==> config.mk <==
export PLATFORM = sky130hd
export DESIGN_NAME = gate_sensor_conditioner_flat
export DESIGN_NICKNAME = d
export VERILOG_FILES = /design/src/rtl/gate_sensor_conditioner_if.sv /design/src/rtl/gate_sensor_conditioner.sv /design/src/flat_wrapper.sv
export SDC_FILE = /design/constraint.sdc
export NUM_CORES = 1
export LEC_CHECK = 0
export CORE_MARGIN = 2
export CORE_UTILIZATION = 25
export DETAILED_ROUTE_END_ITERATION = 12
export GPL_TIMING_DRIVEN = 0
export PLACE_DENSITY = 0.41
export RECOVER_POWER = 100
export SLEW_MARGIN = 25
export SYNTH_ARGS = -nofsm -noshare
export SYNTH_HDL_FRONTEND = slang
export SYNTH_SLANG_ARGS = --single-unit
==> constraint.sdc <==
create_clock -name clk -period 2.11 [get_ports clk]
set_input_delay 0.5275 -clock clk [delete_from_list [all_inputs] [get_ports clk]]
set_output_delay 0.5275 -clock clk [all_outputs]
set_load 0.01 [all_outputs]
==> src/rtl/gate_sensor_conditioner_if.sv <==
// Bundle between the V_GPIO photo-beam inputs and the car-detection FSM.
// glitch_count is present only when GATE_SENSOR_GLITCH_CNT_EN is defined.
interface gate_sensor_conditioner_if;
  logic       outer_raw;
  logic       inner_raw;
  logic       outer;
  logic       inner;
  logic       outer_rise;
  logic       outer_fall;
  logic       inner_rise;
  logic       inner_fall;
  logic [1:0] fault;
`ifdef GATE_SENSOR_GLITCH_CNT_EN
  logic [7:0] glitch_count;
`endif

  // Source of raw samples, consumer of conditioned levels/pulses.
  modport master (
    output outer_raw, inner_raw,
    input  outer, inner, outer_rise, outer_fall, inner_rise, inner_fall, fault
`ifdef GATE_SENSOR_GLITCH_CNT_EN
    , input glitch_count
`endif
  );

  // The conditioner itself.
  modport slave (
    input  outer_raw, inner_raw,
    output outer, inner, outer_rise, outer_fall, inner_rise, inner_fall, fault
`ifdef GATE_SENSOR_GLITCH_CNT_EN
    , output glitch_count
`endif
  );
endinterface

==> src/rtl/gate_sensor_conditioner.sv <==
// Photo-beam conditioner: per channel a 2-flop synchronizer, consecutive-sample
// debouncer, registered rise/fall pulses and a stuck-high fault flag.
// Lane 1 = outer, lane 0 = inner (matches fault bit order).
// Optional rejected-glitch counter: define GATE_SENSOR_GLITCH_CNT_EN.

module gsc_lane #(
  parameter int DEBOUNCE_CYCLES = 50000,
  parameter int STUCK_CYCLES    = 500000000
) (
  input  logic clk,
  input  logic reset_n,
  input  logic raw,
  output logic lvl,
  output logic rise,
  output logic fall,
  output logic stuck,
  output logic rej
);
  localparam int DW = (DEBOUNCE_CYCLES < 2) ? 1 : $clog2(DEBOUNCE_CYCLES + 1);
  localparam int SW = $clog2(STUCK_CYCLES + 1);

  logic [1:0]    sync_pipe;
  logic [DW-1:0] db_cnt;
  logic [SW-1:0] st_cnt;
  logic          sync, flip, lvl_nxt;

  assign sync    = sync_pipe[1];
  assign flip    = (sync != lvl) && (db_cnt == DW'(DEBOUNCE_CYCLES - 1));
  assign lvl_nxt = flip ? sync : lvl;
  // A pending change abandoned because sync fell back to the clean level.
  assign rej     = (db_cnt != '0) && (sync == lvl);

  // Two-flop synchronizer for the asynchronous beam input.
  always_ff @(posedge clk) begin
    if (!reset_n) sync_pipe <= '0;
    else          sync_pipe <= {sync_pipe[0], raw};
  end

  // Debounce: count consecutive disagreeing samples, flip and pulse on completion.
  always_ff @(posedge clk) begin
    if (!reset_n) begin
      lvl    <= 1'b0;
      db_cnt <= '0;
      rise   <= 1'b0;
      fall   <= 1'b0;
    end else begin
      rise <= flip &&  sync;
      fall <= flip && !sync;
      if (sync == lvl) begin
        db_cnt <= '0;
      end else if (flip) begin
        lvl    <= sync;
        db_cnt <= '0;
      end else begin
        db_cnt <= db_cnt + 1'b1;
      end
    end
  end

  // Stuck detection: saturating high-time counter; clears alongside the fall pulse.
  always_ff @(posedge clk) begin
    if (!reset_n) begin
      st_cnt <= '0;
      stuck  <= 1'b0;
    end else if (!lvl_nxt) begin
      st_cnt <= '0;
      stuck  <= 1'b0;
    end else if (lvl && st_cnt != SW'(STUCK_CYCLES)) begin
      st_cnt <= st_cnt + 1'b1;
      if (st_cnt == SW'(STUCK_CYCLES - 1)) stuck <= 1'b1;
    end
  end
endmodule

module gate_sensor_conditioner #(
  parameter int DEBOUNCE_CYCLES = 50000,
  parameter int STUCK_CYCLES    = 500000000
) (
  input  logic                       clk,
  input  logic                       reset_n,
  gate_sensor_conditioner_if.slave   sif
);
  localparam int NUM_LANES = 2;

  logic [NUM_LANES-1:0] raw, lvl, rise, fall, stuck, rej;

  assign raw = {sif.outer_raw, sif.inner_raw};

  for (genvar i = 0; i < NUM_LANES; i++) begin : g_lane
    gsc_lane #(
      .DEBOUNCE_CYCLES (DEBOUNCE_CYCLES),
      .STUCK_CYCLES    (STUCK_CYCLES)
    ) u_lane (
      .clk     (clk),
      .reset_n (reset_n),
      .raw     (raw[i]),
      .lvl     (lvl[i]),
      .rise    (rise[i]),
      .fall    (fall[i]),
      .stuck   (stuck[i]),
      .rej     (rej[i])
    );
  end

  assign sif.outer      = lvl[1];
  assign sif.inner      = lvl[0];
  assign sif.outer_rise = rise[1];
  assign sif.outer_fall = fall[1];
  assign sif.inner_rise = rise[0];
  assign sif.inner_fall = fall[0];
  assign sif.fault      = stuck;

`ifdef GATE_SENSOR_GLITCH_CNT_EN
  logic [7:0] glitch_cnt;
  logic [8:0] gc_sum;

  assign gc_sum           = {1'b0, glitch_cnt} + 9'(rej[0]) + 9'(rej[1]);
  assign sif.glitch_count = glitch_cnt;

  // Saturating count of rejected transitions across both channels.
  always_ff @(posedge clk) begin
    if (!reset_n) glitch_cnt <= '0;
    else          glitch_cnt <= (gc_sum > 9'd255) ? 8'd255 : gc_sum[7:0];
  end
`endif
endmodule

==> src/flat_wrapper.sv <==
// flat-port wrapper written by rule: the top's interface ports become plain ports
module gate_sensor_conditioner_flat 
#(
  parameter int DEBOUNCE_CYCLES = 50000,
  parameter int STUCK_CYCLES    = 500000000
)
  (clk, reset_n, sif_outer_raw, sif_inner_raw, sif_outer, sif_inner, sif_outer_rise, sif_outer_fall, sif_inner_rise, sif_inner_fall, sif_fault);
  gate_sensor_conditioner_if sif_i ();
  input  logic clk;
  input  logic reset_n;
  input wire logic [$bits(sif_i.outer_raw)-1:0] sif_outer_raw;
  input wire logic [$bits(sif_i.inner_raw)-1:0] sif_inner_raw;
  output wire logic [$bits(sif_i.outer)-1:0] sif_outer;
  output wire logic [$bits(sif_i.inner)-1:0] sif_inner;
  output wire logic [$bits(sif_i.outer_rise)-1:0] sif_outer_rise;
  output wire logic [$bits(sif_i.outer_fall)-1:0] sif_outer_fall;
  output wire logic [$bits(sif_i.inner_rise)-1:0] sif_inner_rise;
  output wire logic [$bits(sif_i.inner_fall)-1:0] sif_inner_fall;
  output wire logic [$bits(sif_i.fault)-1:0] sif_fault;
  assign sif_i.outer_raw = sif_outer_raw;
  assign sif_i.inner_raw = sif_inner_raw;
  assign sif_outer = sif_i.outer;
  assign sif_inner = sif_i.inner;
  assign sif_outer_rise = sif_i.outer_rise;
  assign sif_outer_fall = sif_i.outer_fall;
  assign sif_inner_rise = sif_i.inner_rise;
  assign sif_inner_fall = sif_i.inner_fall;
  assign sif_fault = sif_i.fault;
  gate_sensor_conditioner #(.DEBOUNCE_CYCLES(DEBOUNCE_CYCLES), .STUCK_CYCLES(STUCK_CYCLES)) u_core (.clk(clk), .reset_n(reset_n), .sif(sif_i));
endmodule
Word level (Yosys, flattened, before mapping)
Index checks and enable logic that the tools add are counted.
{"block": "op_classes", "n_addsub": 4, "eq_ne": 10, "muxes": 2, "bitwise_logic": 1, "n_reduce_logical": 16}
{"operator": "$add 29x1->29 const B", "n": 2}
{"operator": "$eq 29x29->1 const B", "n": 2}
{"operator": "$ne 29x29->1 const B", "n": 2}
{"operator": "$add 16x1->16 const B", "n": 2}
{"operator": "$eq 16x16->1 const B", "n": 2}
{"operator": "$logic_and 1x1->1", "n": 8}
{"operator": "$reduce_and 2->1", "n": 4}
{"operator": "$reduce_or 3->1", "n": 2}
{"operator": "$eq 1x1->1", "n": 2}
{"operator": "$logic_not 1->1", "n": 2}
{"operator": "$mux 1", "n": 2}
{"operator": "$ne 1x1->1", "n": 2}
{"operator": "$not 1->1", "n": 1}
{"block": "totals", "reg_bits": 102, "input_bits": 4, "output_inout_bits": 8, "word_cells": 47}

Logic depth before layout (Yosys ltp)
Gate-level depths: netlist (run 1).
{"block": "depth", "ltp_word": 4, "depth_mapped": 8, "depth_no_buf": 7}

Cells and area by module
From an unflattened synthesis (run 1), not the netlist that was laid out.
{"block": "hier_totals", "cells_unflattened": 522, "hier_area_um2": 4620.7}
{"mod": "gsc_lane (u_core.g_lane[0].u_lane)", "n_inst": 1, "cells_each": 265, "area_per_inst_um2": 2328.5, "seq_area_each_um2": 1021.0}
{"mod": "gsc_lane (u_core.g_lane[1].u_lane)", "n_inst": 1, "cells_each": 257, "area_per_inst_um2": 2292.2, "seq_area_each_um2": 1021.0}

Worst setup path after synthesis (run 1)
Ideal clock, no wire load.
{"block": "synth_path", "path_type": "reg-to-reg", "startpoint": "register u_core.g_lane[0].u_lane.st_cnt[0]", "endpoint": "register u_core.g_lane[0].u_lane.st_cnt[17]", "setup_ns": 0.066, "t_arrival_ns": 1.800, "t_required_ns": 2.044, "path_slack_ns": 0.244, "path_stages_with_launch": 9, "n_path_buf": 1, "synth_period_minus_slack_ns": 1.866, "cell_sequence": "dfxtp_1 inv_1 ha_1 and4bb_2 and4_1 a21bo_2 buf_6 or3_1 a21oi_2"}
{"block": "synth_via", "elab_chain_len": 2, "word_cells_on_any_way": 3, "cone_classes": "1 x add/sub; 1 x eq/ne; 1 x reduce/logical"}
{"item": "start, declared", "line_no": "gate_sensor_conditioner.sv:24", "source": "logic [SW-1:0] st_cnt;"}
{"item": "start signal, assigned", "line_no": "gate_sensor_conditioner.sv:69", "source": "st_cnt <= st_cnt + 1'b1;"}
{"item": "branches (longest 2 deep; another with $add 29x1->29)"}
Several ways; the timed one is not identified.
A chain may end at the register's enable or synchronous reset.

Worst setup path after layout (run 1)
Ends and elaborated chain as after synthesis.

==> results of run 1 <==
[power by group]
| group | internal [W] | switching (W) | total (W) |
|---|---|---|---|
| logic | 0.0000110 | 0.0000127 | 0.0000238 |
| registers | 0.00193 | 0.00000241 | 0.00193 |
| clock network | 0.000985 | 0.000741 | 0.00173 |
[logic make-up after synthesis]
family,after synthesis,synth area share (%)
buffers and inverters,39,3.656
xor gates and xnor gates,71,13.17
adders and majority gates,6,1.590
AOI/OAI and AO/OA,40,5.141
and+or+nand+nor,290,32.78
DFF,102,43.24
muxes,2,0.4240
[cells in the mapped netlist (2+ instances only)]
| cell type | instances | area share, % |
|---|---|---|
| or4_1 | 9 | 1.4 |
| xor2_1 | 30 | 5.6 |
| nor4_1 | 13 | 1.7 |
| o21ai_0 | 6 | 0.64 |
| dfxtp_1 | 102 | 43 |
| nand4_2 | 2 | 0.53 |
| nor4b_1 | 6 | 1.1 |
| o31ai_1 | 9 | 1.4 |
| inv_1 | 14 | 1.1 |
| nand2_1 | 35 | 2.8 |
| buf_2 | 9 | 0.95 |
| mux2i_1 | 2 | 0.42 |
| nor4bb_1 | 3 | 0.64 |
| xnor2_1 | 41 | 7.6 |
| clkbuf_1 | 13 | 1.0 |
| and3_1 | 10 | 1.3 |
| nand4_1 | 32 | 4.2 |
| nand3b_1 | 3 | 0.48 |
| nor3b_1 | 2 | 0.32 |
| nor3_1 | 16 | 1.7 |
| nor2_1 | 93 | 7.4 |
| and2_1 | 14 | 1.9 |
| o21ai_1 | 3 | 0.32 |
| and4_1 | 14 | 2.6 |
| a21oi_1 | 16 | 1.7 |
| buf_4 | 2 | 0.32 |
| nand3_1 | 26 | 2.8 |
| ha_1 | 6 | 1.6 |
| or3_1 | 7 | 0.93 |
[per-stage QoR]
step                hold WS (ns)  util (%)  cells  setup slack [ns]
finish                    0.4321     29.65    810            0.1052
global route              0.4593     29.65    810          -0.02543
floorplan                 0.4119         -    550            0.2436
detailed placement        0.4218     27.49    795           -0.1832
global placement          0.4194     27.49    795           -0.1666
CTS                       0.4389     29.22    810           0.02061
[sequential cells by signal, indices dropped and copies added (netlist names)]
name                            cells
u_core.g_lane.u_lane.db_cnt        32
u_core.g_lane.u_lane.st_cnt        58
u_core.g_lane.u_lane.sync_pipe      4
u_core.g_lane.u_lane.stuck          2
u_core.g_lane.u_lane.fall           2
u_core.g_lane.u_lane.rise           2
u_core.g_lane.u_lane.lvl            2
[repair_timing]
action	4_1_cts	5_1_grt
gates resized for setup	7	17
setup buffers	0	2
hold buffers	0	0
endpoints found under the setup margin	71	81
gates cloned	0	0
pin swaps	0	1
[layer usage]
metal	up-vias	wire (µm)	global-route usage (%)
li1	1964	-	-
met1	1802	5572	15.28
met2	43	4629	16.61
met3	14	286	2.194
met4	0	197	4.737
met5	-	0	0
[cell type report]
class,count,share of cell area [%]
inverters,14,0.9507
clock buffers,13,4.708
well taps,234,5.297
clock inverters,3,0.7696
flip-flops and latches,102,36.94
plain buffers,22,2.309
multi-input cells,409,46.76
repair buffers,13,2.263
[critical path, stage by stage (launching register included)]
cell and delay, ns:
dfxtp_1 0.36, inv_1 0.09, ha_1 0.19, and4bb_2 0.22, and4_1 0.21, a21bo_2 0.23
buf_6 0.15, or3_1 0.36, a21oi_2 0.13
[path summary, 6_finish.rpt]
check	start	cells after the start	slack, ns	endpoint
worst max-delay path	u_core.g_lane[0].u_lane.st_cnt[0]	8	0.11	u_core.g_lane[0].u_lane.st_cnt[17]
worst min-delay path	u_core.g_lane[1].u_lane.sync_pipe[0]	1	0.43	u_core.g_lane[1].u_lane.sync_pipe[1]
worst max register to register	u_core.g_lane[0].u_lane.st_cnt[0]	8	0.11	u_core.g_lane[0].u_lane.st_cnt[17]
worst min register to register	u_core.g_lane[1].u_lane.sync_pipe[0]	1	0.43	u_core.g_lane[1].u_lane.sync_pipe[1]
[placed cells by master (no fill, tap or decap), types with 6 or more instances in the layout]
| cell | netlist | layout |
|---|---|---|
| xor2_1 | 30 | 30 |
| dfxtp_1 | 102 | 102 |
| and3_1 | 10 | 9 |
| o21ai_0 | 6 | 6 |
| nor3_1 | 16 | 13 |
| o31ai_1 | 9 | 9 |
| nor4_1 | 13 | 9 |
| and4_1 | 14 | 14 |
| nand2_1 | 35 | 35 |
| and2_1 | 14 | 14 |
| nor4b_1 | 6 | 6 |
| nand4_1 | 32 | 32 |
| xnor2_1 | 41 | 41 |
| nor2_1 | 93 | 93 |
| clkbuf_1 | 13 | 9 |
| inv_1 | 14 | 14 |
| a21oi_1 | 16 | 16 |
| clkbuf_16 | 0 | 9 |
| or4_1 | 9 | 9 |
| ha_1 | 6 | 6 |
| clkdlybuf4s50_1 | 0 | 10 |
| or3_1 | 7 | 7 |
| nand3_1 | 26 | 25 |
==> results.md, run 1 <==
* Status: complete, no violations
* Chip Height at roughly 140 µm
* Post-synthesis register bit count at roughly 100
* Layout Skew at around 0.0096 ns
* Grt ovf at 0
* Post-synth top flop: dfxtp_1
* Element type at the critical path end: flip-flop
* Fin. Hold Viols at 0
* FFs w/ async S/R, synth at 0%
* Max cap viols at 0
* Design area at 5528 µm²
* WL/cell at 13.19 µm
* PD cells at 665.8 nW/µm²
* HPWL after DPL at between 7 and 8 mm
* Area delta synth->final at 17.06%
* Synth cell types at approximately 40
* CP startpoint kind: flip-flop
* CTS Buffer Depth at 2
* Worst Path Required at 2.40 ns
* Iteration-0 DRC count of the detailed router at 174
* Register area share after synthesis at 43.24%
* Clock slew at reported path FFs at about 0.070 ns
* Ant diodes at 0
* Clock root buffer: clkbuf_16
* DRC errors left at 0
* Post-Syn Instances at 550
* Period minus WS final at around 2 ns
* # fillers at about 2000
* Mapped Nets at 560
* P_leak at between 1.5 and 2 nW
* Nets at approximately 580
* Num CTS Buffers at 9
* Initial Util at around a quarter
* Area occupied by multi-input gates at approximately 2600 µm²
* Post-Syn Area at around 4700 µm²
* CTS H-tree depth at 3
* WL final at about 11 mm
* CTS tree: yes
* First-pass GRT wire length at 17.88 mm
* Kind of critical path: flip-flop to flip-flop
* Die width at 141.4 µm
* Synth Warn # at 0
* Syn Area/Cell at 8.586 µm²
* DIE AREA at roughly 20000 µm²
* Slew headroom at a little over two thirds
* IO Port Bufs at 11
* Final setup TNS at 0 ns
* CORE AREA at 18640 µm²
* Io pins at 12
* ANT nets after route at 0
* Row count at 50
* Crit path arrival time at 2.29 ns
* Vias in the first global route at between 3000 and 4000
* Worst slew pin tran at 0.4479 ns
* FMAX at 498.8 MHz
* Vias at around 3800
* Placed Area at just over 5000 µm²
* Post-synth EDFFs at 0
* GP Congestion at 0.7564
* Slew Viols, Final at 0
* Register cell area after layout at ~2000 µm²
* Initial antenna violation count at 0
* Worst vdd ir at 0.0004074 V
* CTS sink cnt at around 100
* All-Layer GR Usage at roughly 11%
* Ratio of cells with drive above 1 in the final layout at between 8 and 9%
* Largest net degree at the start of global routing at 16
* Hold Crit Class: flip-flop to flip-flop
* Max FO, Critical Path at 10
* Total power at ~0.0037 W
* Skew-Pair Late Insertion Delay at approximately 0.35 ns
* Fin crit share at ~95%
* Pre-antenna DRT Iters at 4
* Drt via density at 4.720
* Final Setup Violations at 0
No activity file was read; power rests on OpenSTA's default activity.
==> run 2, diff against run 1 <==
Settings changed: ABC_AREA from default to 1.
==> run 2 against run 1 <==
  * Hold slack worse by 0.0048 ns
  * Flip-flop and latch count unchanged
  * Critical endpoint is now sif_outer
  * Design area up 25%
  * Fmax up 1.7%
  * Synthesized cell count up 77%
==> results.md, run 2 <==
* Status: complete, no violations
* NetSw at 0.0009048 W (+20%)
* Ratio of cells with drive above 1 in the final layout at 7.478% (-1.2 points)
* Top post-synthesis cells by area: dfxtp_1, nand2_1, nor2_1
* Pre-CTS WS at -0.2823 ns (-0.09915 ns)
* Fin crit share at 93.46% (-1.6 points)
* P_leak at 2.268 nW (+39%)
* Largest Register: u_core.g_lane.u_lane.st_cnt
* First-pass GRT wire length at 27.32 mm (+53%)
* Synth Warn # at 0 (unchanged)
* Row count at 57 (+14%)
* CP startpoint kind: flip-flop
* FMAX at 507.1 MHz (+1.7%)
* Largest net degree at the start of global routing at 20 (+4)
* Register area share after synthesis at 33.33% (-9.9 points)
* Initial Util at 25.34% (about the same)
* Period minus WS final at 1.972 ns (-0.03274 ns)
* CORE AREA at 24180 µm² (+30%)
* Worst-path cell chain: dlygate4sd3_1
* Area leader, netlist: dfxtp_1
* RSZ-0062 raised after global routing: false
* Nets at 1008 (+73%)
* Chip Height at 160.5 µm (+14%)
* Count of hold-fix buffers inserted at cts at 0 (unchanged)
* Reg2reg path depth at 10 (+2)
* Drt via density at 4.267 (-9.6%)
* Layout Skew at 0.01153 ns (+0.001914 ns)
* Hold Crit Class: flip-flop to flip-flop
* Clock power frac at 48.4% (+1.5 points)
* Placed Area at 6641 µm² (+30%)
* Vias at 5662 (+48%)
* Slew headroom at 64.65% (-5.5 points)
* Int Pwr at 0.002889 W (-1.2%)
* WL final at 16.22 mm (+52%)
* Clock slew at reported path FFs at 0.08 ns (about the same)
* Vias in the first global route at 5349 (+53%)
* Crit path arrival time at 1.44 ns (-0.85 ns)
* Kind of critical path: flip-flop to primary output
* Regs by FF count: u_core.g_lane.u_lane.st_cnt x58, u_core.g_lane.u_lane.db_cnt x32, u_core.g_lane.u_lane.sync_pipe x4
* Worst Path Required at 1.58 ns (-0.82 ns)
* Worst vdd ir at 0.0003951 V (-3.0%)
* PD cells at 548.8 nW/µm² (-18%)
* Worst path bufs/invs at 1 (-1)
* Pre-antenna DRT Iters at 4 (unchanged)
* DIE AREA at 25770 µm² (+29%)
* Post-Place Cells at 1311 (+65%)
* # fillers at 2729 (+37%)
* Die width at 160.5 µm (+14%)
* Crit Reg-Reg Startpoint: u_core.g_lane[0].u_lane.st_cnt[0]
* Fin cells at 1327 (+64%)
* Num CTS Buffers at 9 (unchanged)
* CP max-delay cell: dlygate4sd3_1
* Flop2flop setup slack at 0.24 ns (+0.13 ns)
* Synth cell types at 34 (-17%)
* CTS sink cnt at 102 (unchanged)
* Design area at 6914 µm² (+25%)
* DRC errors left at 0 (unchanged)
* Element type at the critical path end: primary output
* CTS Buffer Depth at 2 (unchanged)
* CTS H-tree depth at 3 (unchanged)
* Slowest Stage Delay on Critical Path at 0.64 ns (+0.28 ns)
* Most frequent cells in the layout: nand2_1, nor2_1, inv_1
* HP Start: u_core.g_lane[1].u_lane.sync_pipe[0]
* WL/cell at 12.22 µm (-7.4%)
* Initial antenna violation count at 0 (unchanged)
* Area delta synth->final at 12.87%
* Worst setup margin at 0.1379 ns (+0.03274 ns)
* Endpoint, Worst Hold: u_core.g_lane[1].u_lane.sync_pipe[1]
* Max cap viols at 0 (unchanged)
* Postcts setup bufs at 0 (unchanged)
* Ant diodes at 0 (unchanged)
* Post-synth top flop: dfxtp_1
* Worst slew pin tran at 0.5302 ns (+0.08232 ns)
* Grt ovf at 0 (unchanged)
* Post-synth top area share at 33.33% (-9.9 points)
* IO Port Bufs at 11 (unchanged)
* ANT nets after route at 0 (unchanged)
* All-Layer GR Usage at 13.14% (+2.1 points)
* Post-Syn Instances at 976 (+77%)
* Top delay family on crit path: buffers and inverters
* Final Setup Violations at 0 (unchanged)
* Slew Viols, Final at 0 (unchanged)
* Mapped Nets at 986 (+76%)
* Io pins at 12 (unchanged)
* Skew-Pair Late Insertion Delay at 0.37 ns (+0.02 ns)
* Commonest non-fill, non-tap cell in the layout: nand2_1
* CTS tree: yes
* Synth cell count leaders: nand2_1, nor2_1, inv_1, dfxtp_1, nand3_1
* Post-Syn Area at 6126 µm² (+30%)
* Fin. Hold Viols at 0 (unchanged)
* PostCTS Resize Cnt at 0 (-7)
* Worst reg2reg path endpoint: u_core.g_lane[0].u_lane.stuck
* Switching fraction of total power at 23.85% (+3.3 points)
* Post-synth EDFFs at 0 (unchanged)
* Top-count cell post-synth: nand2_1
* FFs w/ async S/R, synth at 0% (unchanged)
* Final setup TNS at 0 ns (unchanged)
* GP Congestion at 0.8129 (+7.5%)
* Comb pwr share at 0.7% (about the same)
* Sequential share of power at 50.9% (-1.6 points)
* Max reg flops at 58 (unchanged)
* Total power at 0.003794 W (+3.1%)
* Syn Area/Cell at 6.277 µm² (-27%)
* Max FO, Critical Path at 5 (-5)
* Clock root buffer: clkbuf_16
* HPWL after DPL at 12.43 mm (+65%)
* Iteration-0 DRC count of the detailed router at 298 (+71%)
* Post-synthesis register bit count at 102 (unchanged)
* Worst hold stages at 2 (+1)
run 2: worst min-delay path: stages (launching register included):
cell     delay [ns]
dfxtp_1        0.31
nand2_1        0.04
inv_1          0.04
run 2: per-layer routing:
layer | wire length, µm | GRT usage, % | part of all wire, %
met5 | 0 | 0 | 0
met4 | 307 | 4.996 | 1.9
met3 | 361 | 1.627 | 2.2
met2 | 6878 | 20.00 | 42
met1 | 8670 | 18.91 | 53
run 2: how the worst max path moves through the flow:
stage / start / end / slack (ns) / cells after the start
after floorplan: u_core.g_lane[1].u_lane.db_cnt[0] / u_core.g_lane[1].u_lane.st_cnt[17] / 0.62 / 11
after global placement: reset_n / u_core.g_lane[1].u_lane.st_cnt[20] / -0.25 / 6
after detailed placement: reset_n / u_core.g_lane[1].u_lane.stuck / -0.28 / 5
after CTS: reset_n / u_core.g_lane[1].u_lane.stuck / 0.11 / 5
after global routing: reset_n / u_core.g_lane[1].u_lane.st_cnt[20] / 0.0004 / 6
final: u_core.g_lane[1].u_lane.lvl / sif_outer / 0.14 / 1
run 2: kinds of logic (layout without fill, tap and decap cells):
kind of cell,Yosys count,in the layout,share of synthesized area (%)
adder cells (fa/ha/maj),6,6,1.225
AO/OA/AOI/OAI,68,68,6.720
flip-flops,102,102,33.33
AND/OR/NAND/NOR,629,629,43.50
XOR/XNOR,42,42,6.005
buffers and inverters,129,156,9.211
run 2: per-stage QoR:
step	hold WS, ns	util [%]
6_report	0.4273	28.60
3_3_place_gp	0.4056	27.47
2_1_floorplan	0.3905	-
3_5_place_dp	0.4032	27.47
5_1_grt	0.4470	28.60
4_1_cts	0.4254	28.77
run 2: layout make-up:
type / count / area, µm² / area share (%)
well taps: 324 / 405.4 / 5.863
clock inverters: 7 / 88.84 / 1.285
repair buffers: 11 / 110.1 / 1.592
plain buffers: 22 / 165.2 / 2.389
multi-input cells: 745 / 3476 / 50.27
flip-flops and latches: 102 / 2042 / 29.53
inverters: 107 / 401.6 / 5.809
clock buffers: 9 / 225.2 / 3.257
run 2: power by group through the flow:
stage | Clock, W | Sequential, W | Combinational (W)
final | 0.00184 | 0.00193 | 0.0000252
after global routing | 0.00198 | 0.00193 | 0.0000291
after CTS | 0.00192 | 0.00193 | 0.0000267
after detailed placement | 0 | 0.00198 | 0.0000266
after global placement | 0 | 0.00198 | 0.0000266
after floorplan | 0 | 0.00198 | 0.0000132
